<file path="src/rtl/multicast_scheduler.sv">
// Central sequencer for a group of multicast tag-match receivers on one broadcast bus.
// Programs receiver tags in CONFIG, then issues buffered packets once every matching receiver is ready.
//
//   state     | meaning
//   ----------+----------------------------------------------------------
//   ST_CONFIG | program receiver tags, keep shadow table, no packet intake
//   ST_RUN    | accept packets into FIFO, issue or drop the head
//   ST_DRAIN  | no intake, keep issuing/dropping until FIFO is empty
module multicast_scheduler #(
  parameter int ADDRESS_WIDTH = 4,
  parameter int BITWIDTH      = 16,
  parameter int NUM_UNITS     = 4,
  parameter int FIFO_DEPTH    = 4,
  parameter int UNIT_IDX_W    = $clog2(NUM_UNITS)
) (
  input  logic                     clk,
  input  logic                     rstb,
  input  logic                     cfg_valid,
  input  logic [UNIT_IDX_W-1:0]    cfg_unit,
  input  logic [ADDRESS_WIDTH-1:0] cfg_tag,
  input  logic                     cfg_start,
  input  logic                     cfg_stop,
  input  logic                     in_valid,
  output logic                     in_ready,
  input  logic [ADDRESS_WIDTH-1:0] in_tag,
  input  logic [BITWIDTH-1:0]      in_data,
  input  logic [NUM_UNITS-1:0]     unit_ready,
  output logic [NUM_UNITS-1:0]     program_out,
  output logic [ADDRESS_WIDTH-1:0] tag_id_out,
  output logic                     bus_enable,
  output logic [ADDRESS_WIDTH-1:0] bus_tag,
  output logic [BITWIDTH-1:0]      bus_data,
  output logic                     drop_pulse,
  output logic [1:0]               mode
);

  localparam int IDX_W = $clog2(FIFO_DEPTH);
  localparam int PTR_W = IDX_W + 1;
  localparam logic [NUM_UNITS-1:0] UNIT_ONE = NUM_UNITS'(1);

  typedef enum logic [1:0] {
    ST_CONFIG = 2'd0,
    ST_RUN    = 2'd1,
    ST_DRAIN  = 2'd2
  } state_e;

  state_e                   state_q, state_d;
  logic [PTR_W-1:0]         wr_ptr_q, wr_ptr_d, rd_ptr_q, rd_ptr_d, count_d;
  logic [ADDRESS_WIDTH-1:0] shadow_q [NUM_UNITS];
  logic [ADDRESS_WIDTH-1:0] shadow_d [NUM_UNITS];
  logic [NUM_UNITS-1:0]     program_q, program_d;
  logic [ADDRESS_WIDTH-1:0] tag_id_q, tag_id_d;
  logic                     bus_en_q, bus_en_d;
  logic [ADDRESS_WIDTH-1:0] bus_tag_q, bus_tag_d;
  logic [BITWIDTH-1:0]      bus_data_q, bus_data_d;
  logic                     drop_q, drop_d;
  logic                     in_ready_q, in_ready_d;

  logic [ADDRESS_WIDTH-1:0] mem_tag  [FIFO_DEPTH];
  logic [BITWIDTH-1:0]      mem_data [FIFO_DEPTH];

  logic                     empty, full, push, pop;
  logic [ADDRESS_WIDTH-1:0] head_tag;
  logic [BITWIDTH-1:0]      head_data;
  logic [NUM_UNITS-1:0]     mask;

  always_comb begin
    empty     = (wr_ptr_q == rd_ptr_q);
    full      = (wr_ptr_q[PTR_W-1] != rd_ptr_q[PTR_W-1]) &&
                (wr_ptr_q[IDX_W-1:0] == rd_ptr_q[IDX_W-1:0]);
    head_tag  = mem_tag[rd_ptr_q[IDX_W-1:0]];
    head_data = mem_data[rd_ptr_q[IDX_W-1:0]];
    mask      = '0;
    for (int i = 0; i < NUM_UNITS; i++) begin
      mask[i] = (shadow_q[i] == head_tag);
    end

    state_d   = state_q;
    shadow_d  = shadow_q;
    program_d = '0;
    tag_id_d  = '0;
    push      = 1'b0;

    case (state_q)
      ST_CONFIG: begin
        if (cfg_valid && (32'(cfg_unit) < NUM_UNITS)) begin
          shadow_d[cfg_unit] = cfg_tag;
          program_d          = UNIT_ONE << cfg_unit;
          tag_id_d           = cfg_tag;
        end
        if (cfg_start) state_d = ST_RUN;
      end
      ST_RUN: begin
        push = in_valid && in_ready_q && !full;
        if (cfg_stop) state_d = ST_DRAIN;
      end
      ST_DRAIN: begin
        if (empty) state_d = ST_CONFIG;
      end
      default: state_d = ST_CONFIG;
    endcase

    // An unmatched head is discarded; a matched head waits for all its receivers.
    pop = (state_q != ST_CONFIG) && !empty &&
          ((mask == '0) || ((mask & ~unit_ready) == '0));

    drop_d     = pop && (mask == '0);
    bus_en_d   = pop && (mask != '0);
    bus_tag_d  = bus_en_d ? head_tag  : bus_tag_q;
    bus_data_d = bus_en_d ? head_data : bus_data_q;

    wr_ptr_d   = wr_ptr_q + PTR_W'(push);
    rd_ptr_d   = rd_ptr_q + PTR_W'(pop);
    count_d    = wr_ptr_d - rd_ptr_d;
    in_ready_d = (state_d == ST_RUN) && (count_d != PTR_W'(FIFO_DEPTH));
  end

  always_ff @(posedge clk or negedge rstb) begin
    if (!rstb) begin
      state_q    <= ST_CONFIG;
      wr_ptr_q   <= '0;
      rd_ptr_q   <= '0;
      for (int i = 0; i < NUM_UNITS; i++) shadow_q[i] <= '0;
      program_q  <= '0;
      tag_id_q   <= '0;
      bus_en_q   <= 1'b0;
      bus_tag_q  <= '0;
      bus_data_q <= '0;
      drop_q     <= 1'b0;
      in_ready_q <= 1'b0;
    end else begin
      state_q    <= state_d;
      wr_ptr_q   <= wr_ptr_d;
      rd_ptr_q   <= rd_ptr_d;
      shadow_q   <= shadow_d;
      program_q  <= program_d;
      tag_id_q   <= tag_id_d;
      bus_en_q   <= bus_en_d;
      bus_tag_q  <= bus_tag_d;
      bus_data_q <= bus_data_d;
      drop_q     <= drop_d;
      in_ready_q <= in_ready_d;
    end
  end

  always_ff @(posedge clk) begin
    if (push) begin
      mem_tag[wr_ptr_q[IDX_W-1:0]]  <= in_tag;
      mem_data[wr_ptr_q[IDX_W-1:0]] <= in_data;
    end
  end

  assign in_ready    = in_ready_q;
  assign program_out = program_q;
  assign tag_id_out  = tag_id_q;
  assign bus_enable  = bus_en_q;
  assign bus_tag     = bus_tag_q;
  assign bus_data    = bus_data_q;
  assign drop_pulse  = drop_q;
  assign mode        = state_q;

endmodule

</file>
<file path="config.mk">
export PLATFORM = sky130hd
export DESIGN_NAME = multicast_scheduler
export DESIGN_NICKNAME = d
export VERILOG_FILES = /design/src/rtl/multicast_scheduler.sv
export SDC_FILE = /design/constraint.sdc
export NUM_CORES = 1
export LEC_CHECK = 0
export CAP_MARGIN = 5
export CORE_MARGIN = 5
export CORE_UTILIZATION = 51
export CTS_BUF_LIST = sky130_fd_sc_hd__clkbuf_4
export DETAILED_ROUTE_END_ITERATION = 12
export GPL_TIMING_DRIVEN = 0
export PLACE_DENSITY = 0.86
export SYNTH_ARGS = -nofsm -noshare
export SYNTH_HDL_FRONTEND = slang
export SYNTH_SLANG_ARGS = --single-unit
</file>
<file path="constraint.sdc">
create_clock -name clk -period 3.39 [get_ports clk]
set_input_delay 0.678 -clock clk [delete_from_list [all_inputs] [get_ports clk]]
set_output_delay 0.678 -clock clk [all_outputs]
set_load 0.03 [all_outputs]
</file>
Yosys cells after proc, flatten, opt, wreduce, memory -nomap -nowiden
Memory sizes are Yosys's and may differ from the RTL's. A register that Yosys moved wholly into a read port is not among the register bits.
Cells that the tools add are included.
{"block": "totals", "regBits": 39, "mem_bits_rw": 80, "output_inout_bits": 33, "elab_cells": 68, "mem_count": 2}
{"block": "classes", "add_sub_neg": 3, "n_lt_le_gt_ge": 2, "eq_ne": 11, "shifts": 1, "muxes": 14, "bitwise": 3, "reduce_logical": 19}
{"name": "mem_data", "depth": 4, "width": 16, "read_ports": 1, "rd_clocked_by_memory_dff": 1, "write_ports": 1, "line": "60", "rtl": "logic [BITWIDTH-1:0] mem_data [FIFO_DEPTH];"}
{"name": "mem_tag", "depth": 4, "width": 4, "read_ports": 1, "rd_clocked_by_memory_dff": 0, "write_ports": 1, "line": "59", "rtl": "logic [ADDRESS_WIDTH-1:0] mem_tag [FIFO_DEPTH];"}
{"operator": "$mux 4", "count": 5}
{"operator": "$bwmux 16", "count": 1}
{"operator": "$eq 4x4->1", "count": 4}
{"operator": "$logic_and 1x1->1", "count": 9}
{"operator": "$demux 4 s2", "count": 1}
{"operator": "$logic_not 4->1", "count": 2}
{"operator": "$add 3x1->3", "count": 2}
{"operator": "$mux 2", "count": 3}
{"operator": "$pmux 2 s3", "count": 1}
{"operator": "$and 4x4->4", "count": 1}
{"operator": "$eq 2x1->1 const B", "count": 2}
{"operator": "$not 4->4", "count": 1}
{"operator": "$reduce_bool 4->1", "count": 1}
{"operator": "$shl 1x2->4 const A", "count": 1}
{"operator": "$eq 3x3->1", "count": 1}
{"operator": "$ge 3x3->1 const B", "count": 1}
{"operator": "$logic_not 1->1", "count": 3}
{"operator": "$lt 3x1->1 const B", "count": 1}
{"operator": "$mux 1", "count": 3}
{"operator": "$ne 3x3->1 const B", "count": 1}
{"operator": "$not 2->3", "count": 1}
{"operator": "$sub 3x3->3", "count": 1}
{"operator": "$eq 2x2->1", "count": 1}
{"operator": "$eq 2x2->1 const B", "count": 1}
{"operator": "5 further kinds", "count": 5}

Longest topological paths before layout
An unclocked memory read counts as a cell.
{"block": "depth", "depth_word": 10, "ltp_mapped": 15, "depth_no_buf": 14}

Worst setup path before layout
Ideal clock, no wire load.
{"block": "synth_path", "path_type": "register to register", "start": "register rd_ptr_q[0]", "end": "register in_ready_q (netlist: in_ready)", "t_arrival_ns": 3.020, "required_time_ns": 3.271, "slack_ns": 0.251, "stages_incl_launch_ff": 16, "n_path_buf": 1, "synth_period_minus_slack_ns": 3.139, "path_cell_list": "dfrtp_1 buf_6 mux4_2 xnor2_1 nand4_1 o21bai_1 nor3_1 ha_1 ha_1 inv_1 ha_1 nor2b_1 xnor2_1 xnor2_1 nand3_1 and2_1"}
{"block": "synth_via", "elab_chain_len": 10, "elab_cells_between_ends": 26}
{"element": "start, declared", "line": "48", "rtl": "logic [PTR_W-1:0] wr_ptr_q, wr_ptr_d, rd_ptr_q, rd_ptr_d, count_d;"}
{"element": "start signal, assigned", "line": "134", "rtl": "rd_ptr_q <= rd_ptr_d;"}
{"element": "$mem_v2 4x4"}
{"element": "$eq 4x4->1", "line": "75", "rtl": "mask[i] = (shadow_q[i] == head_tag);"}
{"element": "$and 4x4->4", "line": "105", "rtl": "((mask == '0) || ((mask & ~unit_ready) == '0));"}
{"element": "$logic_not 4->1", "line": "105"}
{"element": "$logic_or 1x1->1", "line": "105"}
{"element": "$logic_and 1x1->1", "line": "104", "rtl": "pop = (state_q != ST_CONFIG) && !empty &&"}
{"element": "$add 3x1->3 *", "line": "113", "rtl": "rd_ptr_d = rd_ptr_q + PTR_W'(pop);"}
{"element": "net rd_ptr_d[1]", "line": "48"}
{"element": "$sub 3x3->3 *", "line": "114", "rtl": "count_d = wr_ptr_d - rd_ptr_d;"}
{"element": "$ne 3x3->1 *", "line": "115", "rtl": "in_ready_d = (state_d == ST_RUN) && (count_d != PTR_W'(FIFO_DEPTH));"}
{"element": "$logic_and 1x1->1 *", "line": "115"}
{"element": "net in_ready_d", "line": "57", "rtl": "logic in_ready_q, in_ready_d;"}
{"element": "end signal, assigned", "line": "142", "rtl": "in_ready_q <= in_ready_d;"}
{"element": "end, declared", "line": "57"}
Mark *: on every way through the listed nets, which the timed path passes. The rest lies on a longest branch.
A chain may end at the register's enable or synchronous reset.

Worst setup path after layout
Same ends and word-level chain as after synthesis.

==> results.md <==
* Register area at 3781 um2
* Lkg Pwr at 0.002588 uW
* DP Wirelength at 6992 um
* Final Skew at 0.02486 ns
* Root buf cell: clkbuf_4
* DP Area at 6265 um2
* Minimum clock period at 3.287 ns
* Largest net degree at the start of global routing at 35
* Global-route wire length before repair at 16240 um
* # clock sinks at 135
* Fin. Hold Viols at 0
* Grt total ovfl at 0
* Antenna violations before repair at 0
* Starting density of the core at 51.81%
* Setup ws final at 0.1026 ns
* DRT iter0 DRCs at 136
* Mapped cell area at 5325 um2
* Peak VDD IR at 0.4628 mV
* Chip height at 112.2 um
* Syn Inst Count at 280
* Flops & latches, synth at 135
* Die Footprint at 12590 um2
* Via Count at 2873
* Detailed Routing Iterations Pass 1 at 4
* WL/cell at 19.41 um
* Top-level I/O count at 69
* CTS Buffer Depth at 2
* Clock Latency Late Sink at 0.51 ns
* Register area share after synthesis at 70.96%
* Final Max Tran Viols at 0
* Via density at 5.390
* Max Fclk at 0.3042 GHz
* Clock transition at the registers of the reported paths at 0.11 ns
* GP Congestion at 0.7522
* Max-cap violation count at 0
* CP Capture Type: flop
* H-tree depth at 4
* Setup WS pre-CTS at -0.1175 ns
* Total power per unit cell area at 942.2 nW/um2
* Post-DRT Antenna Nets at 0
* Arrival time at the worst endpoint at 3.70 ns
* Final setup viols at 0
* Status: completed
* Antenna diode count at 0
* Syn avg cell area at 19.02 um2
* Synth Warn # at 0
* Vias in the first global route at 3106
* Worst-case reg-to-reg path depth at 15
* Cts hold-fix bufs at 0
* Fin crit share at 96.97%
* Area delta synth->final at 27.56%
* DRC Markers at 0
* Total GRT Usage at 16.99%
* CTS buffer count at 17
* Area occupied by multi-input gates at 1569 um2
* Worst Max-Slew Pin Slew at 1.067 ns
* Rel. slew slack at 28.90%
* Num rows at 37
* Cell variety after synth at 30
* Final Util at 66.09%
* Design area at 6793 um2
* Fin Hold WS at 0.2432 ns
* Total power at 6400 uW
* CTS tree: done
* Crit start category: flop
* Hold Crit Class: input pin to async pin
* Core area at 10280 um2
* Worst Path Class, Setup: flop to flop
* Die W at 112.2 um
* Max FO, Critical Path at 5
* Fillers at 702
* Share of cells above drive strength 1 at 30.23%
* Final nets at 426
* Total Wirelength at 10350 um
* Synth Net Count at 322
* I/O Buffers at 68
* Worst Path Required at 3.80 ns
==> final timing paths <==
kind                               from       endpoint  slack, ns
setup / recovery            rd_ptr_q[0]       in_ready       0.10
hold / removal                     rstb  tag_id_out[0]       0.24
setup reg to reg            rd_ptr_q[0]       in_ready       0.10
hold reg to reg            shadow_q[10]   shadow_q[10]       0.52
max in group asynchronous          rstb    rd_ptr_q[0]       2.55
min in group clk           shadow_q[10]   shadow_q[10]       0.52
==> cells in the mapped netlist, drive strengths merged <==
cell type   n  area (um2)
nand2b      2       12.51
nand3       3       15.01
inv         4       15.01
nor2        6       22.52
nor4b       1       23.77
dfrtp      55        1376
nand4       5       31.28
clkbuf      2       7.510
nand2      17       63.81
mux2       32       431.7
ha          6       75.07
buf         4       38.78
xor2        5       43.79
nor3        1       5.000
mux4       20       476.7
nor2b       2       12.51
o22ai       1       12.51
nand3b      1       7.510
o21bai      1       7.510
and2        5       31.28
or3         1       6.260
nor3b       3       22.52
and3        1       6.260
o21ai       2       10.01
a21oi       2       10.01
xnor2      18       157.7
edfxtp     80        2402
==> what timing repair did <==
action	in CTS	in global routing
gates resized for setup	5	18
buffers inserted	3	9
pin swaps	3	12
endpoints found under the setup margin	1	1
==> power by group <==
group          internal, uW  leakage, uW  switching, uW
combinational          1540      0.00102           1280
sequential             2090      0.00140            254
clock                   674     0.000177            562
total                  4310      0.00259           2090
==> flip-flops by register name, summed over array words and instances, names as in the netlist <==
signal and flops:
in_ready 1, tag_id_out 4, shadow_q 16, mem_tag 16, bus_tag 4, mode 2, bus_data 16, mem_data 64
bus_enable 1, program_out 4, drop_pulse 1, wr_ptr_q 3, rd_ptr_q 3
==> layout by cell type (no fill, tap or decap), drive strengths merged, types with 2 or more instances in the layout <==
cell,n
clkinv,4
clkdlybuf4s50,67
edfxtp,80
nand4,5
nand2b,2
xor2,5
buf,22
clkinvlp,3
nor2,6
nor2b,2
mux2,32
inv,5
bufinv,5
clkbuf,21
xnor2,18
dfrtp,55
mux4,20
nand3,3
ha,6
nor3b,3
and2,5
nand2,17
o21ai,2
a21oi,2
==> logic make-up after synthesis <==
logic type / share of synthesized area, %
flops: 70.96
mux: 17.06
simple gates: 4.887
xor+xnor: 3.783
buf+inv: 1.151
compound gates: 0.7519
fa+ha+maj: 1.410
==> routing by layer <==
metal	share of wire, %	global-route usage (%)	up-vias
li1	-	-	1288
met1	39	19.59	1469
met2	53	29.32	94
met3	5.6	4.960	22
met4	2.4	7.853	0
met5	0	0	-
==> through the flow <==
step,TNS [ns],std cells
floorplan,0,280
global placement,-23.98,484
detailed placement,-0.1175,489
CTS,0,524
global route,-0.09990,533
finish,0,533
==> critical path, cell delays in order, from the launching register on <==
cell      delay, ns
dfrtp_2        0.45
buf_4          0.14
mux4_2         0.62
xnor2_1        0.18
nand4_1        0.18
o21bai_2       0.23
nor3_2         0.08
ha_2           0.20
ha_4           0.26
inv_1          0.04
ha_2           0.18
nor2b_4        0.12
xnor2_2        0.13
xnor2_1        0.14
nand3_1        0.08
and2_1         0.15
==> final cells by class <==
cell class | count | share of cell area, %
Clock inverter | 13 | 3.002
Sequential cell | 135 | 55.66
Timing Repair Buffer | 85 | 12.56
Inverter | 4 | 0.2210
Tap cell | 136 | 2.505
Multi-Input combinational cell | 135 | 23.10
Buffer | 6 | 0.8473
Clock buffer | 19 | 2.100
No activity file was read; power rests on OpenSTA's default activity.
